## config.mk

```make
export PLATFORM = sky130hd
export DESIGN_NAME = hyper_macro_bridge_buf_flat
export DESIGN_NICKNAME = d
export VERILOG_FILES = /design/src/rtl/hyper_macro_bridge_buf_if.sv /design/src/rtl/hyper_macro_bridge_buf.sv /design/src/flat_wrapper.sv
export SDC_FILE = /design/constraint.sdc
export NUM_CORES = 1
export LEC_CHECK = 0
export CAP_MARGIN = 10
export CORE_MARGIN = 3
export CORE_UTILIZATION = 58
export CTS_BUF_LIST = sky130_fd_sc_hd__clkbuf_4 sky130_fd_sc_hd__clkbuf_8
export DETAILED_ROUTE_END_ITERATION = 12
export PLACE_DENSITY = 0.85
export REMOVE_ABC_BUFFERS = 1
export SYNTH_ARGS = -nofsm -noshare
export SYNTH_HDL_FRONTEND = slang
export SYNTH_SLANG_ARGS = --single-unit
```

## constraint.sdc

```tcl
create_clock -name sys_clk_i -period 6.76 [get_ports sys_clk_i]
set_input_delay 2.028 -clock sys_clk_i [delete_from_list [all_inputs] [get_ports sys_clk_i]]
set_output_delay 2.028 -clock sys_clk_i [all_outputs]
set_load 0.03 [all_outputs]
```

## src/rtl/hyper_macro_bridge_buf_if.sv

```systemverilog
// Bundle of every signal between the bridge, the uDMA core and the hyperbus
// macro, except clock and reset.
//
// Handshake semantics on every valid/ready pair: a beat transfers on a
// clock edge where valid and ready are both high. Valid never depends
// combinationally on ready, and ready never depends combinationally on valid.
interface hyper_macro_bridge_buf_if #(
   parameter int N_CH  = 2,
   parameter int DW    = 32,
   parameter int N_CFG = 2,
   parameter int EVT_W = 4
);
   // configuration, uDMA side
   logic [31:0]         cfg_data_i;
   logic [4:0]          cfg_addr_i;
   logic [N_CFG-1:0]    cfg_valid_i;
   logic                cfg_rwn_i;
   logic [N_CFG-1:0]    cfg_ready_o;
   logic [N_CFG*32-1:0] cfg_data_o;
   // configuration, macro side
   logic [31:0]         macro_cfg_data_o;
   logic [4:0]          macro_cfg_addr_o;
   logic [N_CFG-1:0]    macro_cfg_valid_o;
   logic                macro_cfg_rwn_o;
   logic [N_CFG-1:0]    macro_cfg_ready_i;
   logic [N_CFG*32-1:0] macro_cfg_data_i;
   // TX streams: uDMA push, macro pop
   logic [N_CH-1:0]     tx_valid_i;
   logic [N_CH*DW-1:0]  tx_data_i;
   logic [N_CH-1:0]     tx_ready_o;
   logic [N_CH-1:0]     tx_valid_o;
   logic [N_CH*DW-1:0]  tx_data_o;
   logic [N_CH-1:0]     tx_ready_i;
   // RX streams: macro push, uDMA pop
   logic [N_CH-1:0]     rx_valid_i;
   logic [N_CH*DW-1:0]  rx_data_i;
   logic [N_CH-1:0]     rx_ready_o;
   logic [N_CH-1:0]     rx_valid_o;
   logic [N_CH*DW-1:0]  rx_data_o;
   logic [N_CH-1:0]     rx_ready_i;
   // per-channel flush
   logic [N_CH-1:0]     tx_clr_i;
   logic [N_CH-1:0]     rx_clr_i;
   // events
   logic [EVT_W-1:0]    events_i;
   logic [EVT_W-1:0]    macro_evt_i;
   logic [EVT_W-1:0]    macro_evt_o;
   logic [EVT_W-1:0]    events_o;
   // debug view of the config FSM state
   logic [1:0]          cfg_state_o;

   // bridge side
   modport slave (
      input  cfg_data_i, cfg_addr_i, cfg_valid_i, cfg_rwn_i,
      output cfg_ready_o, cfg_data_o,
      output macro_cfg_data_o, macro_cfg_addr_o, macro_cfg_valid_o, macro_cfg_rwn_o,
      input  macro_cfg_ready_i, macro_cfg_data_i,
      input  tx_valid_i, tx_data_i, tx_ready_i, tx_clr_i,
      output tx_ready_o, tx_valid_o, tx_data_o,
      input  rx_valid_i, rx_data_i, rx_ready_i, rx_clr_i,
      output rx_ready_o, rx_valid_o, rx_data_o,
      input  events_i, macro_evt_i,
      output macro_evt_o, events_o, cfg_state_o
   );

   // environment side (uDMA core plus macro)
   modport master (
      output cfg_data_i, cfg_addr_i, cfg_valid_i, cfg_rwn_i,
      input  cfg_ready_o, cfg_data_o,
      input  macro_cfg_data_o, macro_cfg_addr_o, macro_cfg_valid_o, macro_cfg_rwn_o,
      output macro_cfg_ready_i, macro_cfg_data_i,
      output tx_valid_i, tx_data_i, tx_ready_i, tx_clr_i,
      input  tx_ready_o, tx_valid_o, tx_data_o,
      output rx_valid_i, rx_data_i, rx_ready_i, rx_clr_i,
      input  rx_ready_o, rx_valid_o, rx_data_o,
      output events_i, macro_evt_i,
      input  macro_evt_o, events_o, cfg_state_o
   );
endinterface

```

## src/rtl/hyper_macro_bridge_buf.sv

```systemverilog
// Registered bridge between the uDMA core and the hyperbus macro: per-channel
// TX/RX FIFOs, a one-outstanding config request FSM and registered events.

// Single-clock FIFO without fall-through; outputs decode from registers only.
module hmbb_fifo #(
   parameter int DW    = 32,
   parameter int DEPTH = 4
) (
   input  logic          clk_i,
   input  logic          rst_i,
   input  logic          clr_i,
   input  logic          valid_i,
   input  logic [DW-1:0] data_i,
   output logic          ready_o,
   output logic          valid_o,
   output logic [DW-1:0] data_o,
   input  logic          ready_i
);
   localparam int CW = $clog2(DEPTH + 1);
   localparam int PW = $clog2(DEPTH);
   localparam logic [CW-1:0] DEPTH_C = CW'(DEPTH);

   logic [DW-1:0] mem_q [DEPTH];
   logic [PW-1:0] wptr_q, wptr_d, rptr_q, rptr_d;
   logic [CW-1:0] cnt_q, cnt_d;
   logic          rdy_q, rdy_d;
   logic          push, pop;

   // ready is its own register so it reads low while reset is held
   assign push    = valid_i & rdy_q;
   assign pop     = valid_o & ready_i;
   assign ready_o = rdy_q;
   assign valid_o = (cnt_q != '0);
   assign data_o  = valid_o ? mem_q[rptr_q] : '0;

   // next pointers and occupancy; flush overrides push and pop
   always_comb begin
      wptr_d = wptr_q;
      rptr_d = rptr_q;
      cnt_d  = cnt_q;
      if (clr_i) begin
         wptr_d = '0;
         rptr_d = '0;
         cnt_d  = '0;
      end else begin
         if (push) wptr_d = wptr_q + PW'(1);
         if (pop)  rptr_d = rptr_q + PW'(1);
         if (push && !pop)      cnt_d = cnt_q + CW'(1);
         else if (pop && !push) cnt_d = cnt_q - CW'(1);
      end
      rdy_d = (cnt_d < DEPTH_C);
   end

   // pointer, count and ready registers
   always_ff @(posedge clk_i) begin
      if (rst_i) begin
         wptr_q <= '0;
         rptr_q <= '0;
         cnt_q  <= '0;
         rdy_q  <= 1'b0;
      end else begin
         wptr_q <= wptr_d;
         rptr_q <= rptr_d;
         cnt_q  <= cnt_d;
         rdy_q  <= rdy_d;
      end
   end

   // storage write; a word pushed during a flush is dropped
   always_ff @(posedge clk_i) begin
      if (push && !clr_i) mem_q[wptr_q] <= data_i;
   end
endmodule

module hyper_macro_bridge_buf #(
   parameter int N_CH  = 2,
   parameter int DW    = 32,
   parameter int DEPTH = 4,
   parameter int N_CFG = 2,
   parameter int EVT_W = 4
) (
   input  logic                      sys_clk_i,
   input  logic                      rst_i,
   hyper_macro_bridge_buf_if.slave   bus
);
   typedef enum logic [1:0] {
      S_IDLE = 2'd0,
      S_REQ  = 2'd1,
      S_RSP  = 2'd2
   } cfg_state_e;

   cfg_state_e          state_q, state_d;
   logic [N_CFG-1:0]    lat_v_q, lat_v_d;
   logic [31:0]         mdata_q, mdata_d;
   logic [4:0]          maddr_q, maddr_d;
   logic                mrwn_q, mrwn_d;
   logic [N_CFG-1:0]    mvalid_q, mvalid_d;
   logic [N_CFG-1:0]    crdy_q, crdy_d;
   logic [N_CFG*32-1:0] cdata_q, cdata_d;
   logic [EVT_W-1:0]    evt_to_macro_q, evt_to_udma_q;

   logic [N_CH-1:0]     tx_ready_w, tx_valid_w, rx_ready_w, rx_valid_w;
   logic [N_CH*DW-1:0]  tx_data_w, rx_data_w;

   // data FIFOs, one per direction and channel
   for (genvar c = 0; c < N_CH; c++) begin : g_ch
      hmbb_fifo #(.DW(DW), .DEPTH(DEPTH)) u_tx (
         .clk_i   (sys_clk_i),
         .rst_i   (rst_i),
         .clr_i   (bus.tx_clr_i[c]),
         .valid_i (bus.tx_valid_i[c]),
         .data_i  (bus.tx_data_i[c*DW +: DW]),
         .ready_o (tx_ready_w[c]),
         .valid_o (tx_valid_w[c]),
         .data_o  (tx_data_w[c*DW +: DW]),
         .ready_i (bus.tx_ready_i[c])
      );
      hmbb_fifo #(.DW(DW), .DEPTH(DEPTH)) u_rx (
         .clk_i   (sys_clk_i),
         .rst_i   (rst_i),
         .clr_i   (bus.rx_clr_i[c]),
         .valid_i (bus.rx_valid_i[c]),
         .data_i  (bus.rx_data_i[c*DW +: DW]),
         .ready_o (rx_ready_w[c]),
         .valid_o (rx_valid_w[c]),
         .data_o  (rx_data_w[c*DW +: DW]),
         .ready_i (bus.rx_ready_i[c])
      );
   end

   assign bus.tx_ready_o = tx_ready_w;
   assign bus.tx_valid_o = tx_valid_w;
   assign bus.tx_data_o  = tx_data_w;
   assign bus.rx_ready_o = rx_ready_w;
   assign bus.rx_valid_o = rx_valid_w;
   assign bus.rx_data_o  = rx_data_w;

   // config FSM next state: latch in IDLE, wait for an ack on a latched lane, pulse ready
   always_comb begin
      state_d  = state_q;
      lat_v_d  = lat_v_q;
      mdata_d  = mdata_q;
      maddr_d  = maddr_q;
      mrwn_d   = mrwn_q;
      mvalid_d = mvalid_q;
      cdata_d  = cdata_q;
      crdy_d   = '0;
      case (state_q)
         S_IDLE: begin
            if (bus.cfg_valid_i != '0) begin
               lat_v_d  = bus.cfg_valid_i;
               mdata_d  = bus.cfg_data_i;
               maddr_d  = bus.cfg_addr_i;
               mrwn_d   = bus.cfg_rwn_i;
               mvalid_d = bus.cfg_valid_i;
               state_d  = S_REQ;
            end
         end
         S_REQ: begin
            if ((bus.macro_cfg_ready_i & lat_v_q) != '0) begin
               for (int l = 0; l < N_CFG; l++) begin
                  if (lat_v_q[l]) cdata_d[l*32 +: 32] = bus.macro_cfg_data_i[l*32 +: 32];
               end
               mvalid_d = '0;
               crdy_d   = lat_v_q;
               state_d  = S_RSP;
            end
         end
         S_RSP: begin
            state_d = S_IDLE;
         end
         default: begin
            state_d  = S_IDLE;
            mvalid_d = '0;
         end
      endcase
   end

   // config FSM state and output registers
   always_ff @(posedge sys_clk_i) begin
      if (rst_i) begin
         state_q  <= S_IDLE;
         lat_v_q  <= '0;
         mdata_q  <= '0;
         maddr_q  <= '0;
         mrwn_q   <= 1'b0;
         mvalid_q <= '0;
         crdy_q   <= '0;
         cdata_q  <= '0;
      end else begin
         state_q  <= state_d;
         lat_v_q  <= lat_v_d;
         mdata_q  <= mdata_d;
         maddr_q  <= maddr_d;
         mrwn_q   <= mrwn_d;
         mvalid_q <= mvalid_d;
         crdy_q   <= crdy_d;
         cdata_q  <= cdata_d;
      end
   end

   // single register stage for events in both directions
   always_ff @(posedge sys_clk_i) begin
      if (rst_i) begin
         evt_to_macro_q <= '0;
         evt_to_udma_q  <= '0;
      end else begin
         evt_to_macro_q <= bus.events_i;
         evt_to_udma_q  <= bus.macro_evt_i;
      end
   end

   assign bus.macro_cfg_data_o  = mdata_q;
   assign bus.macro_cfg_addr_o  = maddr_q;
   assign bus.macro_cfg_rwn_o   = mrwn_q;
   assign bus.macro_cfg_valid_o = mvalid_q;
   assign bus.cfg_ready_o       = crdy_q;
   assign bus.cfg_data_o        = cdata_q;
   assign bus.macro_evt_o       = evt_to_macro_q;
   assign bus.events_o          = evt_to_udma_q;
   assign bus.cfg_state_o       = state_q;
endmodule
```

## src/flat_wrapper.sv

```systemverilog
// flat-port wrapper written by rule: the top's interface ports become plain ports
module hyper_macro_bridge_buf_flat 
#(
   parameter int N_CH  = 2,
   parameter int DW    = 32,
   parameter int DEPTH = 4,
   parameter int N_CFG = 2,
   parameter int EVT_W = 4
)
  (sys_clk_i, rst_i, bus_cfg_data_i, bus_cfg_addr_i, bus_cfg_valid_i, bus_cfg_rwn_i, bus_cfg_ready_o, bus_cfg_data_o, bus_macro_cfg_data_o, bus_macro_cfg_addr_o, bus_macro_cfg_valid_o, bus_macro_cfg_rwn_o, bus_macro_cfg_ready_i, bus_macro_cfg_data_i, bus_tx_valid_i, bus_tx_data_i, bus_tx_ready_i, bus_tx_clr_i, bus_tx_ready_o, bus_tx_valid_o, bus_tx_data_o, bus_rx_valid_i, bus_rx_data_i, bus_rx_ready_i, bus_rx_clr_i, bus_rx_ready_o, bus_rx_valid_o, bus_rx_data_o, bus_events_i, bus_macro_evt_i, bus_macro_evt_o, bus_events_o, bus_cfg_state_o);
  hyper_macro_bridge_buf_if #(.N_CH(N_CH), .DW(DW), .N_CFG(N_CFG), .EVT_W(EVT_W)) bus_i ();
  input  logic sys_clk_i;
  input  logic rst_i;
  input wire logic [$bits(bus_i.cfg_data_i)-1:0] bus_cfg_data_i;
  input wire logic [$bits(bus_i.cfg_addr_i)-1:0] bus_cfg_addr_i;
  input wire logic [$bits(bus_i.cfg_valid_i)-1:0] bus_cfg_valid_i;
  input wire logic [$bits(bus_i.cfg_rwn_i)-1:0] bus_cfg_rwn_i;
  output wire logic [$bits(bus_i.cfg_ready_o)-1:0] bus_cfg_ready_o;
  output wire logic [$bits(bus_i.cfg_data_o)-1:0] bus_cfg_data_o;
  output wire logic [$bits(bus_i.macro_cfg_data_o)-1:0] bus_macro_cfg_data_o;
  output wire logic [$bits(bus_i.macro_cfg_addr_o)-1:0] bus_macro_cfg_addr_o;
  output wire logic [$bits(bus_i.macro_cfg_valid_o)-1:0] bus_macro_cfg_valid_o;
  output wire logic [$bits(bus_i.macro_cfg_rwn_o)-1:0] bus_macro_cfg_rwn_o;
  input wire logic [$bits(bus_i.macro_cfg_ready_i)-1:0] bus_macro_cfg_ready_i;
  input wire logic [$bits(bus_i.macro_cfg_data_i)-1:0] bus_macro_cfg_data_i;
  input wire logic [$bits(bus_i.tx_valid_i)-1:0] bus_tx_valid_i;
  input wire logic [$bits(bus_i.tx_data_i)-1:0] bus_tx_data_i;
  input wire logic [$bits(bus_i.tx_ready_i)-1:0] bus_tx_ready_i;
  input wire logic [$bits(bus_i.tx_clr_i)-1:0] bus_tx_clr_i;
  output wire logic [$bits(bus_i.tx_ready_o)-1:0] bus_tx_ready_o;
  output wire logic [$bits(bus_i.tx_valid_o)-1:0] bus_tx_valid_o;
  output wire logic [$bits(bus_i.tx_data_o)-1:0] bus_tx_data_o;
  input wire logic [$bits(bus_i.rx_valid_i)-1:0] bus_rx_valid_i;
  input wire logic [$bits(bus_i.rx_data_i)-1:0] bus_rx_data_i;
  input wire logic [$bits(bus_i.rx_ready_i)-1:0] bus_rx_ready_i;
  input wire logic [$bits(bus_i.rx_clr_i)-1:0] bus_rx_clr_i;
  output wire logic [$bits(bus_i.rx_ready_o)-1:0] bus_rx_ready_o;
  output wire logic [$bits(bus_i.rx_valid_o)-1:0] bus_rx_valid_o;
  output wire logic [$bits(bus_i.rx_data_o)-1:0] bus_rx_data_o;
  input wire logic [$bits(bus_i.events_i)-1:0] bus_events_i;
  input wire logic [$bits(bus_i.macro_evt_i)-1:0] bus_macro_evt_i;
  output wire logic [$bits(bus_i.macro_evt_o)-1:0] bus_macro_evt_o;
  output wire logic [$bits(bus_i.events_o)-1:0] bus_events_o;
  output wire logic [$bits(bus_i.cfg_state_o)-1:0] bus_cfg_state_o;
  assign bus_i.cfg_data_i = bus_cfg_data_i;
  assign bus_i.cfg_addr_i = bus_cfg_addr_i;
  assign bus_i.cfg_valid_i = bus_cfg_valid_i;
  assign bus_i.cfg_rwn_i = bus_cfg_rwn_i;
  assign bus_cfg_ready_o = bus_i.cfg_ready_o;
  assign bus_cfg_data_o = bus_i.cfg_data_o;
  assign bus_macro_cfg_data_o = bus_i.macro_cfg_data_o;
  assign bus_macro_cfg_addr_o = bus_i.macro_cfg_addr_o;
  assign bus_macro_cfg_valid_o = bus_i.macro_cfg_valid_o;
  assign bus_macro_cfg_rwn_o = bus_i.macro_cfg_rwn_o;
  assign bus_i.macro_cfg_ready_i = bus_macro_cfg_ready_i;
  assign bus_i.macro_cfg_data_i = bus_macro_cfg_data_i;
  assign bus_i.tx_valid_i = bus_tx_valid_i;
  assign bus_i.tx_data_i = bus_tx_data_i;
  assign bus_i.tx_ready_i = bus_tx_ready_i;
  assign bus_i.tx_clr_i = bus_tx_clr_i;
  assign bus_tx_ready_o = bus_i.tx_ready_o;
  assign bus_tx_valid_o = bus_i.tx_valid_o;
  assign bus_tx_data_o = bus_i.tx_data_o;
  assign bus_i.rx_valid_i = bus_rx_valid_i;
  assign bus_i.rx_data_i = bus_rx_data_i;
  assign bus_i.rx_ready_i = bus_rx_ready_i;
  assign bus_i.rx_clr_i = bus_rx_clr_i;
  assign bus_rx_ready_o = bus_i.rx_ready_o;
  assign bus_rx_valid_o = bus_i.rx_valid_o;
  assign bus_rx_data_o = bus_i.rx_data_o;
  assign bus_i.events_i = bus_events_i;
  assign bus_i.macro_evt_i = bus_macro_evt_i;
  assign bus_macro_evt_o = bus_i.macro_evt_o;
  assign bus_events_o = bus_i.events_o;
  assign bus_cfg_state_o = bus_i.cfg_state_o;
  hyper_macro_bridge_buf #(.N_CH(N_CH), .DW(DW), .DEPTH(DEPTH), .N_CFG(N_CFG), .EVT_W(EVT_W)) u_core (.sys_clk_i(sys_clk_i), .rst_i(rst_i), .bus(bus_i));
endmodule
```

==> results of run 1 <==
==> kinds of logic (layout without fill, tap and decap cells) <==
family,after synthesis,in the layout
buffers and inverters,137,756
adders and majority gates,36,36
DFF,670,670
xor gates and xnor gates,4,4
and+or+nand+nor,406,406
muxes,192,192
AOI/OAI and AO/OA,140,140
other,0,7
==> report_power, final <==
group          internal (mW)  switching [mW]
logic                  0.349           0.399
registers               4.50          0.0358
clock network           2.02            1.53
==> through the flow <==
step	hold slack (ps)	area, um2	instances	setup slack, ps	util
global placement	456.4	31940	2604	2099	0.7129
global route	490.5	34190	2803	1223	0.7632
detailed placement	460.9	31940	2604	2046	0.7129
CTS	464.9	34170	2796	1316	0.7628
finish	474.2	34190	2803	1470	0.7632
floorplan	452.9	25950	1488	2366	-
==> cells in the mapped netlist, types with 4 or more instances <==
master    count  area [um2]
buf_4        11       82.58
clkbuf_1     39       146.4
buf_12       12       240.2
xnor2_1       4       35.03
and2_1      144       900.9
nand2b_1    130       813.3
nand3_1      47       235.2
dfxtp_1     158        3163
a21oi_1      67       335.3
buf_8         6       90.09
and4b_1       4       40.04
buf_2        22       110.1
buf_6         4       45.04
nor2_1       19       71.32
or4_1         4       30.03
o21ai_0      47       235.2
a211oi_1      8       60.06
mux4_2      120        2703
nand2_1      19       71.32
nor2b_1      16       100.1
nor3b_1       4       30.03
ha_1         36       450.4
inv_1        40       150.1
o31ai_1       4       30.03
mux4_1        8       210.2
edfxtp_1    512       15370
nand3b_1      5       37.54
mux2i_1      64       640.6
==> per-layer routing <==
metal  share of wire  vias up  global-route usage  wire length (um)
met5          0.0014        -                   0                88
met4           0.034       12              0.1172              2209
met3           0.087      138             0.07718              5677
met2            0.51      744              0.4498             33490
met1            0.36     7998              0.3155             23580
li1                -     7059                   -                 -
==> tightest hold or removal path: cells and delay by family, from the launching register on <==
kind             cells  cell delay (ps)
DFF                  1              310
muxes                1               50
and+or+nand+nor      1               60
==> state kept, by name, indices dropped and copies added, names as in the netlist, 5 cells and up, named ones only <==
signal	flops
u_core.bus.macro_cfg_data_o	32
u_core.g_ch.u_rx.mem_q	256
u_core.bus.macro_cfg_addr_o	5
u_core.g_ch.u_tx.mem_q	256
u_core.bus.cfg_data_o	64
u_core.g_ch.u_rx.cnt_q	6
u_core.g_ch.u_tx.cnt_q	6
==> cell type report <==
cell class | count | area share
sequential | 670 | 0.5425
multi-input combinational | 778 | 0.2135
timing repair buffer | 524 | 0.1521
clock buffer | 163 | 0.05793
tap | 592 | 0.02166
clock inverter | 29 | 0.007502
inverter | 40 | 0.004391
antenna | 7 | 0.0005123
==> path summary, 6_finish.rpt <==
kind	start	to	slack, ps	cells after the start
worst max register to register	u_core.g_ch[1].u_rx.cnt_q[0]$_SDFFE_PP0P_	u_core.g_ch[1].u_rx.ready_o$_SDFF_PP0_	3870	9
worst min-delay path	u_core.bus.cfg_data_o[8]$_SDFFE_PP0P_	u_core.bus.cfg_data_o[8]$_SDFFE_PP0P_	470	2
worst min register to register	u_core.bus.cfg_data_o[8]$_SDFFE_PP0P_	u_core.bus.cfg_data_o[8]$_SDFFE_PP0P_	470	2
worst max-delay path	register	bus_tx_data_o[29]	1470	4
==> summary.txt, run 1 <==
Outcome
  – Status: complete, no violations

Detailed routing
  – Wirelength per Cell: 23.20 um
  – DR DRC count: 0
  – Vias per cell: 5.691
  – First-pass iteration count of the detailed router: 5
  – Final WL: 65.04 mm
  – Initial DRC count: 1315
  – Final ANT Viol Nets: 0
  – DR vias: 15950

Run
  – MaxCap Viol Count: 0

Synth
  – Compound-Gate Fraction of Synth Area: 0.02955
  – Post-synthesis simple-gate area fraction: 0.09122
  – Adder-cell share of the synthesized area: 0.01688
  – Dominant synthesized flop cell: edfxtp_1
  – Sequential fraction of the synthesis area: 0.6949
  – Syn avg cell area: 16.83 um2
  – Share of async-settable or async-resettable flops after synthesis: 0
  – Post-synthesis mux area share: 0.1332
  – Synth Warn #: 0
  – #FFs+latches synth: 670
  – Synthesized area: 26680 um2
  – XOR/XNOR Fraction of Synth Area: 0.001313
  – EDFF count, synth: 512
  – Post-synth cell types: 43
  – Largest family of logic cells by synthesized area: multiplexers
  – Post-synthesis cell count: 1585

Timing
  – Post-route setup TNS: 0 ps
  – Final Skew: 22.13 ps
  – Max transition margin: 0.1108
  – Hold Vio Cnt, Final: 0
  – Fin. max-slew vios: 0
  – RSZ-0062 raised after global routing: no
  – Final Critical Period: 5290 ps
  – FMAX: 189.0 MHz
  – Slew @ Worst Pin: 1331 ps
  – Finish-stage setup viols: 0
  – Period utilization: 0.7826

Critical path
  – CP required: 4730 ps
  – Max incr delay on CP: 990 ps
  – Crit path buf inv count: 2
  – CP arrival: 3260 ps
  – CP endpoint kind: primary output
  – Setup CP Type: reg2out
  – Slowest cell on the critical path: dfxtp_2
  – Worst Path Max Fanout: 28
  – CP Cell Sequence: buf_4 > mux4_2 > and2_1 > clkdlybuf4s50_1
  – CP top delay family: flip-flops
  – Crit start category: register

Floorplan
  – Core ar.: 44800 um2
  – Rows: 77
  – Starting Density: 0.5955
  – # IOs: 508
  – Die ar.: 48610 um2
  – Die Y: 220.5 um
  – Die Wd: 220.5 um

Pwr
  – P_leak: 11.40 nW
  – Tot Pwr: 8.824 mW
  – P per Cell Area: 258.1 nW/um2
  – Peak supply drop: 203.0 uV

Cells and area
  – Multi-input gate area: 7298 um2
  – Fillers: 2468
  – Most common cell after layout, fill and taps aside: edfxtp_1
  – Share of cells above drive strength 1: 0.1593
  – # nets final: 2409
  – FF/Latch Area: 18550 um2
  – Commonest cells after routing, fill and taps aside: edfxtp_1, clkdlybuf4s50_1, dfxtp_1
  – Area grow syn2layout: 28.16%

Min path
  – Min-Delay Path Class: reg2reg

Clock network
  – Worst-skew pair later-pin latency: 660 ps
  – Clk root buf: clkbuf_8
  – CTS Buf Count: 103
  – H-tree depth: 3
  – Post-CTS setup buffer count: 0
  – CTS tree: yes
  – Clock sink count: 670
  – Clock tree buffer depth: 3
  – Hold Buf Count CTS: 0
  – Worst-path clk slew: 60 ps
  – # resized after CTS: 0

GRT
  – Initial antenna violation count: 14
  – Vias in the first global route: 16610
  – Remaining global-route overflow: 0
  – First-pass GRT wire length: 96.66 mm
  – Largest net degree at the start of global routing: 100
  – Tot GR Track Use: 0.2644

Placement
  – GP Congestion: 0.7835
  – Post-DP HPWL: 42.22 mm
  – Port Buf Inserts: 507
Power figures use the tool's default switching activity.
==> run 2, diff against run 1 <==
--- a/config.mk
+++ b/config.mk
@@ -7,10 +7,10 @@
 export LEC_CHECK = 0
 export CAP_MARGIN = 10
 export CORE_MARGIN = 3
-export CORE_UTILIZATION = 58
+export CORE_UTILIZATION = 54
 export CTS_BUF_LIST = sky130_fd_sc_hd__clkbuf_4 sky130_fd_sc_hd__clkbuf_8
 export DETAILED_ROUTE_END_ITERATION = 12
-export PLACE_DENSITY = 0.85
+export PLACE_DENSITY = 0.79
 export REMOVE_ABC_BUFFERS = 1
 export SYNTH_ARGS = -nofsm -noshare
 export SYNTH_HDL_FRONTEND = slang
==> constraint.sdc (replaced) <==
create_clock -name sys_clk_i -period 5.5 [get_ports sys_clk_i]
set_input_delay 1.65 -clock sys_clk_i [delete_from_list [all_inputs] [get_ports sys_clk_i]]
set_output_delay 1.65 -clock sys_clk_i [all_outputs]
set_load 0.03 [all_outputs]
==> run 2 against run 1 <==
Hold slack worse by 2.2 ps. Power is 23% higher. Largest power group unchanged. Non-clock buffer count rose by 6.
==> summary.txt, run 2 (same netlist as run 1, synthesis figures left out) <==
Clock network
  – H-tree depth: 3
  – Clock tree buffer depth: 3
  – Worst-skew pair later-pin latency: 690 ps
  – Worst-path clk slew: 60 ps
  – CTS Buf Count: 106
  – # resized after CTS: 0
  – CTS tree: yes
  – Clock sink count: 670
  – Clk root buf: clkbuf_8
  – Post-CTS setup buffer count: 0
  – Hold Buf Count CTS: 0

Critical path
  – Worst Path Max Fanout: 18
  – Crit start category: register
  – Setup CP Type: reg2out
  – CP required: 3850 ps
  – Slowest cell on the critical path: dfxtp_2
  – CP arrival: 3090 ps
  – Max incr delay on CP: 710 ps
  – CP top delay family: buffers and inverters
  – CP Cell Sequence: buf_4 > mux4_1 > and2_1 > clkdlybuf4s50_1
  – Crit path buf inv count: 2
  – CP endpoint kind: primary output

GRT
  – Vias in the first global route: 16320
  – Initial antenna violation count: 14
  – Remaining global-route overflow: 0
  – Largest net degree at the start of global routing: 87
  – First-pass GRT wire length: 93.29 mm
  – Tot GR Track Use: 0.2326

Placement
  – GP Congestion: 0.7748
  – Place WS: 1411 ps
  – Post-DP HPWL: 40.36 mm
  – Port Buf Inserts: 507

Timing
  – Slew @ Worst Pin: 1177 ps
  – Hold Vio Cnt, Final: 0
  – Period utilization: 0.8621
  – Finish-stage setup viols: 0
  – Final worst slack: 758.4 ps
  – Fin. max-slew vios: 0
  – FMAX: 210.9 MHz
  – Post-route setup TNS: 0 ps
  – Final Skew: 22.16 ps
  – Max transition margin: 0.2132
  – RSZ-0062 raised after global routing: no
  – Final Critical Period: 4742 ps

Outcome
  – Status: complete, no violations

Floorplan
  – # IOs: 508
  – Rows: 80
  – Core ar.: 48250 um2
  – Die ar.: 52110 um2
  – Starting Density: 0.5530
  – Die Y: 228.3 um
  – Die Wd: 228.3 um

Run
  – MaxCap Viol Count: 0

Detailed routing
  – Top layer in use: met5
  – First-pass iteration count of the detailed router: 5
  – Met3 WL post-DR: 5.162 mm
  – Met1 wire length: 23.08 mm
  – Initial DRC count: 953
  – Final ANT Viol Nets: 0
  – Vias per cell: 5.393
  – Final WL: 60.74 mm
  – Wirelength per Cell: 21.07 um
  – DR DRC count: 0
  – Met2 WL: 30.60 mm
  – DR vias: 15550

Cells and area
  – Commonest cells after routing, fill and taps aside: edfxtp_1, clkdlybuf4s50_1, dfxtp_1
  – Share of cells above drive strength 1: 0.1595
  – Area grow syn2layout: 28.70%
  – Most common cell after layout, fill and taps aside: edfxtp_1
  – # nets final: 2418

Pwr
  – Peak supply drop: 233.7 uV
  – P_leak: 11.43 nW
  – P per Cell Area: 315.3 nW/um2

Min path
  – Min-Delay Path Class: reg2reg
run 2: cell types whose count changed in the layout (fill, tap and decap cells not counted), sizes merged:
cell    before  now
bufinv       4    3
clkinv      22   28
buf         18   24
clkbuf     163  164
inv         40   44
run 2: routing by layer:
metal	global-route usage	vias to the layer above
met5	0	-
met1	0.2837	7717
met4	0.09432	12
met2	0.3864	631
li1	-	7077
met3	0.07522	112
run 2: tightest hold or removal path, stage by stage, from the launching register on:
cell and delay [ps]:
dfxtp_1 300, o21ai_0 60, a21oi_1 60
run 2: area by class of cell:
| type | count | area, um2 |
|---|---|---|
| Sequential cell | 670 | 18550 |
| Fill cell | 3151 | 13910 |
| Multi-Input combinational cell | 778 | 7298 |
| Timing Repair Buffer | 530 | 5245 |
| Clock buffer | 164 | 1976 |
| Tap cell | 656 | 820.8 |
| Clock inverter | 38 | 282.8 |
| Inverter | 40 | 150.1 |
| Antenna cell | 7 | 17.52 |
run 2: path summary, 6_finish.rpt:
path                                                      end  cells past startpoint  slack [ps]                                         from
hold / removal    u_core.bus.macro_cfg_data_o[3]$_SDFFE_PP0P_                      2         470  u_core.bus.macro_cfg_data_o[3]$_SDFFE_PP0P_
setup reg to reg       u_core.g_ch[0].u_tx.ready_o$_SDFF_PP0_                      9        2780    u_core.g_ch[0].u_tx.cnt_q[0]$_SDFFE_PP0P_
setup / recovery                            bus_rx_data_o[63]                      4         760                                     register
hold reg to reg   u_core.bus.macro_cfg_data_o[3]$_SDFFE_PP0P_                      2         470  u_core.bus.macro_cfg_data_o[3]$_SDFFE_PP0P_
run 2: through the flow:
stage | instance area [um2] | cells | hold slack, ps | utilization | total power [mW]
floorplan | 25950 | 1488 | 452.9 | - | 6.074
global placement | 32060 | 2674 | 457.2 | 0.6645 | 6.557
detailed placement | 32060 | 2674 | 461.2 | 0.6645 | 6.584
CTS | 34320 | 2876 | 474.5 | 0.7113 | 10.92
global route | 34340 | 2883 | 495.9 | 0.7117 | 11.23
finish | 34340 | 2883 | 472.0 | 0.7117 | 10.83
run 2: report_power, final:
group	switching (mW)	total, mW	internal [mW]
Combinational	0.479	0.909	0.430
Sequential	0.0386	5.57	5.53
Clock	1.91	4.35	2.44
==> run 3, diff against run 2 <==
--- a/config.mk
+++ b/config.mk
@@ -7,10 +7,10 @@
 export LEC_CHECK = 0
 export CAP_MARGIN = 10
 export CORE_MARGIN = 3
-export CORE_UTILIZATION = 54
+export CORE_UTILIZATION = 33
 export CTS_BUF_LIST = sky130_fd_sc_hd__clkbuf_4 sky130_fd_sc_hd__clkbuf_8
 export DETAILED_ROUTE_END_ITERATION = 12
-export PLACE_DENSITY = 0.79
+export PLACE_DENSITY = 0.52
 export REMOVE_ABC_BUFFERS = 1
 export SYNTH_ARGS = -nofsm -noshare
 export SYNTH_HDL_FRONTEND = slang
==> run 3 against run 2 <==
Die area increased by 62%. Non-clock buffer count up 11. Routed wire length rose by 8.9%. Hold slack improved by 1.6 ps. Utilization shrank 27 points. Final cell count increased by 15%. Largest cell class unchanged. Global-route usage shrank 7.9 points. Register-to-register slack gained 70 ps. First-iteration DRC count down 19%. Via count is 1.8% lower. Critical path depth up 3.
==> summary.txt, run 3 (same netlist as run 1, synthesis figures left out) <==
Detailed routing
  – Final WL: 66.16 mm
  – Initial DRC count: 774
  – Final ANT Viol Nets: 0
  – DR vias: 15270
  – DR DRC count: 0
  – Vias per cell: 4.623
  – First-pass iteration count of the detailed router: 5
  – Wirelength per Cell: 20.03 um

Critical path
  – Crit start category: register
  – CP endpoint kind: primary output
  – Setup CP Type: reg2out
  – Worst Path Max Fanout: 21
  – CP required: 3850 ps
  – CP arrival: 3230 ps

Clock network
  – Worst-path clk slew: 60 ps
  – # resized after CTS: 0
  – CTS tree: yes
  – Hold Buf Count CTS: 0
  – Clock tree buffer depth: 3
  – Clk root buf: clkbuf_8
  – H-tree depth: 3
  – Post-CTS setup buffer count: 0
  – Worst-skew pair later-pin latency: 720 ps
  – Clock sink count: 670
  – CTS Buf Count: 114

Outcome
  – Status: complete, no violations

Timing
  – Max transition margin: 0.3287
  – FMAX: 205.1 MHz
  – RSZ-0062 raised after global routing: no
  – Slew @ Worst Pin: 1007 ps
  – Fin. max-slew vios: 0
  – Finish-stage setup viols: 0
  – Hold slack: 473.6 ps
  – Period utilization: 0.8866
  – Post-route setup TNS: 0 ps
  – Final Skew: 43.49 ps
  – Final Critical Period: 4876 ps
  – Hold Vio Cnt, Final: 0

Min path
  – Min-Delay Path Class: reg2reg

Floorplan
  – Die Y: 290.3 um
  – Core ar.: 79520 um2
  – Die Wd: 290.3 um
  – # IOs: 508
  – Die ar.: 84290 um2
  – Rows: 103
  – Starting Density: 0.3355

Pwr
  – Peak supply drop: 240.8 uV
  – P_leak: 11.61 nW
  – P per Cell Area: 315.7 nW/um2

GRT
  – First-pass GRT wire length: 100.2 mm
  – Remaining global-route overflow: 0
  – Tot GR Track Use: 0.1538
  – Vias in the first global route: 16430
  – Initial antenna violation count: 13
  – Largest net degree at the start of global routing: 109

Placement
  – GP Congestion: 0.7730
  – Post-DP HPWL: 43.31 mm
  – Port Buf Inserts: 507

Cells and area
  – # nets final: 2437
  – Most common cell after layout, fill and taps aside: edfxtp_1
  – Share of cells above drive strength 1: 0.1696
  – Commonest cells after routing, fill and taps aside: edfxtp_1, clkdlybuf4s50_1, dfxtp_1
  – Area grow syn2layout: 31.59%

Run
  – MaxCap Viol Count: 0
run 3: cell count changes in the layout (fill, tap and decap cells not counted), moves of 3 or more:
cell      before  now
and2_1       136  140
clkinv_2      10   18
clkbuf_8     119  132
buf_12         0    3
clkbuf_4      45   49
and2_2         8    4
clkinv_1      17   10
buf_4         24   32
run 3: report_power, final:
part           internal (mW)  switching, mW  leakage, nW  total, mW
Clock                   2.59           2.02         1.31       4.61
Combinational          0.434          0.469         4.38      0.902
Sequential              5.53         0.0401         5.91       5.57
run 3: routing by layer:
| layer | wire length [um] | track usage | vias up |
|---|---|---|---|
| met4 | 2033 | 0.05815 | 4 |
| met2 | 33250 | 0.2631 | 405 |
| met3 | 3829 | 0.04325 | 131 |
| met1 | 27020 | 0.1845 | 7611 |
| li1 | - | - | 7123 |
| met5 | 27 | 0 | - |
run 3: worst paths after layout:
kind | start | cells after the start | slack [ps] | end
setup / recovery | u_core.g_ch[1].u_rx.cnt_q[0]$_SDFFE_PP0P_ | 7 | 620 | bus_rx_data_o[48]
hold / removal | u_core.bus.cfg_data_o[9]$_SDFFE_PP0P_ | 2 | 470 | u_core.bus.cfg_data_o[9]$_SDFFE_PP0P_
setup reg to reg | u_core.g_ch[1].u_rx.cnt_q[0]$_SDFFE_PP0P_ | 9 | 2850 | u_core.g_ch[1].u_rx.ready_o$_SDFF_PP0_
hold reg to reg | u_core.bus.cfg_data_o[9]$_SDFFE_PP0P_ | 2 | 470 | u_core.bus.cfg_data_o[9]$_SDFFE_PP0P_
run 3: area by class of cell:
class	instances	area (um2)
antenna	8	20.02
clock buffer	181	2185
clock inverter	36	247.7
fill	7117	44410
inverter	40	150.1
multi-input combinational	778	7281
sequential	670	18540
tap	1050	1314
timing repair buffer	541	5365
run 3: critical path: stages (launching register included):
cell and delay, ps:
dfxtp_1 380, inv_1 80, ha_1 190, nor2b_1 160
inv_1 590, buf_4 300, and2_1 140, clkdlybuf4s50_1 670
run 3: stage by stage:
step / total power, mW / setup WS, ps / instances / util / instance area (um2)
6_report: 11.08 / 623.8 / 3304 / 0.4415 / 35110
5_1_grt: 11.56 / 323.4 / 3303 / 0.4415 / 35100
4_1_cts: 11.27 / 469.9 / 3296 / 0.4413 / 35090
3_5_place_dp: 6.588 / 1275 / 3079 / 0.4107 / 32650
3_3_place_gp: 6.571 / 1303 / 3079 / 0.4107 / 32650
2_1_floorplan: 6.074 / 1484 / 1488 / - / 25950
